**config.mk**
```make
export PLATFORM = sky130hd
export DESIGN_NAME = fft_mag_pipe
export DESIGN_NICKNAME = d
export VERILOG_FILES = /design/src/rtl/fft_mag_pipe.sv
export SDC_FILE = /design/constraint.sdc
export NUM_CORES = 2
export LEC_CHECK = 0
export ABC_AREA = 1
export BUFFER_PORTS_ARGS = -buffer_cell sky130_fd_sc_hd__buf_2
export CAP_MARGIN = 20
export CELL_PAD_IN_SITES_DETAIL_PLACEMENT = 1
export CELL_PAD_IN_SITES_GLOBAL_PLACEMENT = 1
export CORE_MARGIN = 4
export CORE_UTILIZATION = 53
export CTS_BUF_LIST = sky130_fd_sc_hd__clkbuf_4 sky130_fd_sc_hd__clkbuf_8
export CTS_CLUSTER_SIZE = 20
export DETAILED_ROUTE_END_ITERATION = 8
export PLACE_DENSITY = 0.91
export SLEW_MARGIN = 20
export SYNTH_ARGS = -nofsm -noshare
export SYNTH_HDL_FRONTEND = slang
export SYNTH_SLANG_ARGS = --single-unit
export TNS_END_PERCENT = 10
```
**constraint.sdc**
```tcl
create_clock -name clk_50m -period 12.3 [get_ports clk_50m]
set_input_delay 0.615 -clock clk_50m [delete_from_list [all_inputs] [get_ports clk_50m]]
set_output_delay 0.615 -clock clk_50m [all_outputs]
set_load 0.005 [all_outputs]
```
**src/rtl/fft_mag_pipe.sv**
```systemverilog
// ============================================================================
// Module   : fft_mag_pipe
// Purpose  : Streaming FFT bin magnitude |X| = floor(sqrt(re^2 + im^2)) with a
//            fully pipelined non-restoring integer square root. Valid/sop/eop
//            are delayed to match the datapath. A bin index and a framing
//            check are generated on the output side.
// Options  : FFT_MAG_ROUND_EN - round-to-nearest plus saturation, one extra
//            register stage (latency DATA_W+3 instead of DATA_W+2).
// Revision : 1.0 - initial release
// ============================================================================
`default_nettype none

module fft_mag_pipe #(
    parameter int DATA_W    = 16,
    parameter int FRAME_LEN = 256,
    parameter int IDX_W     = 8
) (
    input  logic              clk_50m,
    input  logic              rst,
    input  logic [DATA_W-1:0] source_real,
    input  logic [DATA_W-1:0] source_imag,
    input  logic              source_valid,
    input  logic              source_sop,
    input  logic              source_eop,
    output logic [DATA_W-1:0] data_modulus,
    output logic              data_valid,
    output logic              data_sop,
    output logic              data_eop,
    output logic [IDX_W-1:0]  bin_idx,
    output logic              frame_err
);

`ifdef FFT_MAG_ROUND_EN
    localparam int c_LAT = DATA_W + 3;
`else
    localparam int c_LAT = DATA_W + 2;
`endif
    // The output register stage is the last sideband stage, so the shift
    // line itself is one shorter than the latency.
    localparam int c_SB_LEN = c_LAT - 1;
    localparam int c_SQW    = 2 * DATA_W;
    // Remainder carries a sign bit plus headroom for the shifted partial value.
    localparam int c_RW     = DATA_W + 3;

    localparam logic [DATA_W:0]    c_ABS_ONE  = 1;
    localparam logic [IDX_W-1:0]   c_LAST_IDX = IDX_W'(FRAME_LEN - 1);
    localparam logic [IDX_W-1:0]   c_IDX_ONE  = 1;

    // ------------------------------------------------------------------
    // Stage 1: absolute value, one bit wider so -2^(DATA_W-1) does not wrap
    // ------------------------------------------------------------------
    logic [DATA_W:0]   w_re_ext;
    logic [DATA_W:0]   w_im_ext;
    logic [DATA_W:0]   w_abs_re;
    logic [DATA_W:0]   w_abs_im;
    logic [DATA_W-1:0] r_abs_re;
    logic [DATA_W-1:0] r_abs_im;

    assign w_re_ext = {source_real[DATA_W-1], source_real};
    assign w_im_ext = {source_imag[DATA_W-1], source_imag};
    assign w_abs_re = source_real[DATA_W-1] ? (~w_re_ext + c_ABS_ONE) : w_re_ext;
    assign w_abs_im = source_imag[DATA_W-1] ? (~w_im_ext + c_ABS_ONE) : w_im_ext;

    // Register magnitudes; bubbles enter the pipe as zero data.
    always_ff @(posedge clk_50m) begin
        if (rst) begin
            r_abs_re <= '0;
            r_abs_im <= '0;
        end else begin
            r_abs_re <= source_valid ? w_abs_re[DATA_W-1:0] : '0;
            r_abs_im <= source_valid ? w_abs_im[DATA_W-1:0] : '0;
        end
    end

    // ------------------------------------------------------------------
    // Stage 2: sum of squares; the maximum 2^(2*DATA_W-1) always fits
    // ------------------------------------------------------------------
    logic [c_SQW-1:0] w_sq_re;
    logic [c_SQW-1:0] w_sq_im;
    logic [c_SQW-1:0] r_sq;

    assign w_sq_re = {{DATA_W{1'b0}}, r_abs_re};
    assign w_sq_im = {{DATA_W{1'b0}}, r_abs_im};

    // Register the radicand for the square-root chain.
    always_ff @(posedge clk_50m) begin
        if (rst) begin
            r_sq <= '0;
        end else begin
            r_sq <= (w_sq_re * w_sq_re) + (w_sq_im * w_sq_im);
        end
    end

    // ------------------------------------------------------------------
    // Stages 3 .. DATA_W+2: non-restoring square root, one root bit per
    // stage, MSB first. Index k+1 holds the state after stage k.
    // ------------------------------------------------------------------
    logic [c_SQW-1:0]  r_rad  [1:DATA_W];
    logic [c_RW-1:0]   r_rem  [1:DATA_W];
    logic [DATA_W-1:0] r_root [1:DATA_W];

    for (genvar k = 0; k < DATA_W; k++) begin : g_sqrt
        logic [c_SQW-1:0]  w_rad_in;
        logic [c_RW-1:0]   w_rem_in;
        logic [DATA_W-1:0] w_root_in;
        logic [c_RW-1:0]   w_rem_sh;
        logic [c_RW-1:0]   w_rem_nx;

        if (k == 0) begin : g_first
            assign w_rad_in  = r_sq;
            assign w_rem_in  = '0;
            assign w_root_in = '0;
        end else begin : g_next
            assign w_rad_in  = r_rad[k];
            assign w_rem_in  = r_rem[k];
            assign w_root_in = r_root[k];
        end

        // Bring down the next two radicand bits; a negative remainder adds
        // (4Q+3), a non-negative one subtracts (4Q+1). Two's-complement
        // wrap in the shift is harmless because the true result fits.
        assign w_rem_sh = {w_rem_in[c_RW-3:0], w_rad_in[c_SQW-1 -: 2]};
        assign w_rem_nx = w_rem_in[c_RW-1] ? (w_rem_sh + {1'b0, w_root_in, 2'b11})
                                           : (w_rem_sh - {1'b0, w_root_in, 2'b01});

        // Register radicand, remainder and partial root for this stage.
        always_ff @(posedge clk_50m) begin
            if (rst) begin
                r_rad[k+1]  <= '0;
                r_rem[k+1]  <= '0;
                r_root[k+1] <= '0;
            end else begin
                r_rad[k+1]  <= {w_rad_in[c_SQW-3:0], 2'b00};
                r_rem[k+1]  <= w_rem_nx;
                r_root[k+1] <= {w_root_in[DATA_W-2:0], ~w_rem_nx[c_RW-1]};
            end
        end
    end

    logic w_unused_bits;

`ifdef FFT_MAG_ROUND_EN
    // ------------------------------------------------------------------
    // Extra stage: round to nearest using the corrected remainder
    // ------------------------------------------------------------------
    logic [DATA_W-1:0] w_q;
    logic [c_RW-1:0]   w_rem_fix;
    logic              w_round_up;
    logic [DATA_W-1:0] r_mag;

    assign w_q        = r_root[DATA_W];
    assign w_rem_fix  = r_rem[DATA_W][c_RW-1] ? (r_rem[DATA_W] + {2'b00, w_q, 1'b1})
                                              : r_rem[DATA_W];
    assign w_round_up = (w_rem_fix > {3'b000, w_q}) && (w_q != {DATA_W{1'b1}});

    // Register the rounded, saturated magnitude.
    always_ff @(posedge clk_50m) begin
        if (rst) begin
            r_mag <= '0;
        end else begin
            r_mag <= w_q + DATA_W'(w_round_up);
        end
    end

    assign data_modulus  = r_mag;
    assign w_unused_bits = ^{w_abs_re[DATA_W], w_abs_im[DATA_W], r_rad[DATA_W]};
`else
    assign data_modulus  = r_root[DATA_W];
    assign w_unused_bits = ^{w_abs_re[DATA_W], w_abs_im[DATA_W], r_rad[DATA_W], r_rem[DATA_W]};
`endif

    // ------------------------------------------------------------------
    // Sideband delay line; sop/eop are qualified by valid on entry
    // ------------------------------------------------------------------
    logic [c_SB_LEN-1:0] r_sb_valid;
    logic [c_SB_LEN-1:0] r_sb_sop;
    logic [c_SB_LEN-1:0] r_sb_eop;

    // Shift valid/sop/eop alongside the datapath.
    always_ff @(posedge clk_50m) begin
        if (rst) begin
            r_sb_valid <= '0;
            r_sb_sop   <= '0;
            r_sb_eop   <= '0;
        end else begin
            r_sb_valid <= {r_sb_valid[c_SB_LEN-2:0], source_valid};
            r_sb_sop   <= {r_sb_sop[c_SB_LEN-2:0],   source_sop & source_valid};
            r_sb_eop   <= {r_sb_eop[c_SB_LEN-2:0],   source_eop & source_valid};
        end
    end

    // ------------------------------------------------------------------
    // Output side: bin index and framing check
    // ------------------------------------------------------------------
    logic             w_tap_valid;
    logic             w_tap_sop;
    logic             w_tap_eop;
    logic [IDX_W-1:0] w_idx;
    logic [IDX_W-1:0] w_idx_inc;
    logic             w_err;
    logic [IDX_W-1:0] r_next_idx;
    logic             r_last_eop;

    assign w_tap_valid = r_sb_valid[c_SB_LEN-1];
    assign w_tap_sop   = r_sb_sop[c_SB_LEN-1];
    assign w_tap_eop   = r_sb_eop[c_SB_LEN-1];

    // sop forces index 0; otherwise the sample takes the running index.
    assign w_idx     = w_tap_sop ? '0 : r_next_idx;
    assign w_idx_inc = (w_idx == c_LAST_IDX) ? '0 : (w_idx + c_IDX_ONE);

    // A sample carrying both sop and eop gets index 0, so the first term
    // flags it whenever FRAME_LEN > 1.
    assign w_err = w_tap_valid &
                   ((w_tap_eop & (w_idx != c_LAST_IDX)) |
                    (w_tap_sop & (r_next_idx != '0) & ~r_last_eop) |
                    ((w_idx == c_LAST_IDX) & ~w_tap_eop));

    // Register sideband outputs; bin_idx holds through bubbles.
    always_ff @(posedge clk_50m) begin
        if (rst) begin
            data_valid <= 1'b0;
            data_sop   <= 1'b0;
            data_eop   <= 1'b0;
            frame_err  <= 1'b0;
            bin_idx    <= '0;
            r_next_idx <= '0;
            r_last_eop <= 1'b0;
        end else begin
            data_valid <= w_tap_valid;
            data_sop   <= w_tap_sop;
            data_eop   <= w_tap_eop;
            frame_err  <= w_err;
            if (w_tap_valid) begin
                bin_idx    <= w_idx;
                r_next_idx <= w_idx_inc;
                r_last_eop <= w_tap_eop;
            end
        end
    end

endmodule

`default_nettype wire

```
==> out/results.ini <==
[die]
die_h_um=314
core_area_um2=93200
pin_count=65
die_area_um2=98900
row_count=112
die_w_um=314
initial_utilization_pct=53.4

[routing]
dr.pass1.iters=5
viasPerCell=5.29
wl_um=153000
ant_nets=0
wl_per_cell_um=19.1
drc_errors=0
initialDrtViolationCount=2400
vias=42400

[finish]
num-fill-cells=11800
drive_above_1_share_pct=5.07
synthToLayoutAreaGrowth_pct=8.33
final_nets=7519
layout_commonest_cell=inv_1
layout.cells.most_common_list=inv_1, nand2_1, nor2_1
final_util_pct=57.8

[cts]
clk_pin_slew_ns=0.06
postCtsResizedCells=0
postCtsSetupRepairBufs=0
htreeDepth=4
cts.sinks=756
cts.path.max_buffers=3
cts_buffers=131
cts-root-buf=clkbuf_8
hold_buffers=12
cts_tree=done
clk_latency_ns=0.84

[logic_synthesis]
synth_area_leaders=dfxtp_1, fa_1, inv_1
synth.avg_cell_area_um2=7.52
synth_top_area_share_pct=30.4
ys_warn_count=0
yosys_register_bits=756
syn_nets=7464
synth_cells=6615
ys_types=46
synth-main-ff-cell=dfxtp_1
synth_edf_count=0
yosys.area.top_type=dfxtp_1
synth_area_um2=49800
yosysSeqAreaShare_pct=30.4
synthArstFlopShare_pct=0

[flow_run]
maxCapViolCount=0

[min_path]
min-delay-path-class=input pin to flip-flop

[critical_path]
crit_top_cell=fa_1
cp_data_required_time_ns=13.03
arrival_ns=8.12
cp_slowest_stage_delay_ns=0.80
cpMaxStageDelayCell=dfxtp_1
path_buf_inv=6
start_kind=flip-flop
endpoint_kind=flip-flop
path_cells=nand2_1 > fa_1 > inv_1 > fa_1 > inv_1 > fa_1 > inv_1 > fa_1 > fa_1 > fa_1 > fa_1 > inv_1 > fa_1 > inv_1 > ha_1 > nand2_2 > nor2_2 > inv_2 > nor2_2 > nand4_1 > nand3b_1 > nand2_1 > nand2_1 > nor2_1
crit_family=adder cells
cp_max_fo=17
crit_type=flip-flop to flip-flop

[global_routing]
grtUsageTotal_pct=31.4
first_global_vias=48000
antenna_found_initial=3
grt_overflow=0
grt_max_degree=133
grt_pass1_wl_um=247000

[timing]
worstMarginPinSlew_ns=1.06
period_share_pct=60.1
skew_ns=0.0399
rsz0062_at_grt=no
period_needed_ns=7.39
setup_viol_count_final=0
setup_tns_ns=0
fmax_mhz=135
maxSlewViolCount=0
hold_violations=0
max-slew-margin-rel_pct=29.2
worst_slack_ns=4.91

[power]
ir_drop_mv=0.106
total_power_uw=11300
power.density_nw_per_um2=210
power_leakage_uw=0.0280

[placement]
place_congestion=0.919
place_hpwl_um=115000
place_ws_ns=5.06
placement.io_buffers=64

[status]
run_status=finished clean

## registers in the layout, summed over array words and instances, names as in the netlist, 8 cells and up
register and count:
r_next_idx 8, r_sb_eop 17, r_abs_im 16, r_root 136, bin_idx 8, g_sqrt.w_rad_in 32, r_sb_sop 17, r_rad 240
r_sb_valid 17, r_abs_re 16, r_rem 244
## cell usage after synthesis (all sizes together) (2+ instances only)
master and number:
nor2 930, nand4 45, and2 4, o21ai 199
o22ai 6, xor2 24, nor3 17, o211ai 2
a211oi 4, nand3b 10, clkbuf 91, nand2 1190
fa 389, inv 1564, a31o 3, xnor2 128
buf 71, a21oi 419, dfxtp 756, o21bai 32
nor4 5, ha 423, or2 3, and3 2
o21a 29, a21o 8, nand3 255
## cells by family (layout without fill, tap and decap cells)
family,after synthesis,count (layout),share of synthesized area (%)
compound gates,705,705,7.54
mux,1,1,0.0226
simple gates,2462,2462,19.9
other cells,0,2,0
buf+inv,1727,1871,13.2
fa+ha+maj,812,812,26.3
flops,756,756,30.4
xor+xnor,152,152,2.68
## power by group
| part | leakage, µW | internal [µW] | total (µW) | switching (µW) |
|---|---|---|---|---|
| Clock | 0.00144 | 1350 | 2450 | 1100 |
| Sequential | 0.00619 | 2850 | 3150 | 303 |
| Combinational | 0.0204 | 1920 | 5740 | 3820 |
| Total | 0.0280 | 6120 | 11300 | 5220 |
## worst register-to-register path: cells and delay by family (launching register included)
kind / cells / cell delay, ns
fa+ha+maj: 9 / 4.86
buf+inv: 6 / 0.50
simple gates: 9 / 1.15
flops: 1 / 0.80
## path summary, 6_finish.rpt
kind / start / to / slack [ns] / cells past startpoint
worst max register to register: r_abs_im[8]$_SDFF_PP0_ / g_sqrt[0].w_rad_in[21]$_SDFF_PP0_ / 4.91 / 24
worst min-delay path: source_real[10] / r_abs_re[10]$_SDFF_PP0_ / 0.07 / 2
worst min register to register: r_rad[0][32]$_SDFF_PP0_ / r_rad[0][64]$_SDFF_PP0_ / 0.38 / 2
worst max-delay path: r_abs_im[8]$_SDFF_PP0_ / g_sqrt[0].w_rad_in[21]$_SDFF_PP0_ / 4.91 / 24
## layout make-up
type                    count  area [µm²]  area share [%]
multi-input cells        4132       28100            52.0
clock buffers             195        2460            4.57
diodes                      2        5.00         0.00928
flip-flops and latches    756       15100            28.1
clock inverters            27         289           0.536
inverters                1565        5880            10.9
repair buffers             84         510           0.947
well taps                1254        1570            2.91
## stage by stage
step	instance area, µm²	hold slack [ns]	cells
6_report	53900	0.0670	8015
5_1_grt	53900	0.0562	8014
4_1_cts	53900	0.00137	8013
3_5_place_dp	51000	0.395	7779
3_3_place_gp	51000	0.389	7779
2_1_floorplan	49800	0.388	6615
## metal layers
layer	global-route usage (%)	part of all wire [%]
met2	57.8	52
met5	0	0.013
met3	5.35	4.1
met1	32.7	37
met4	20.6	7.2
(Power assumes the default switching activity.)
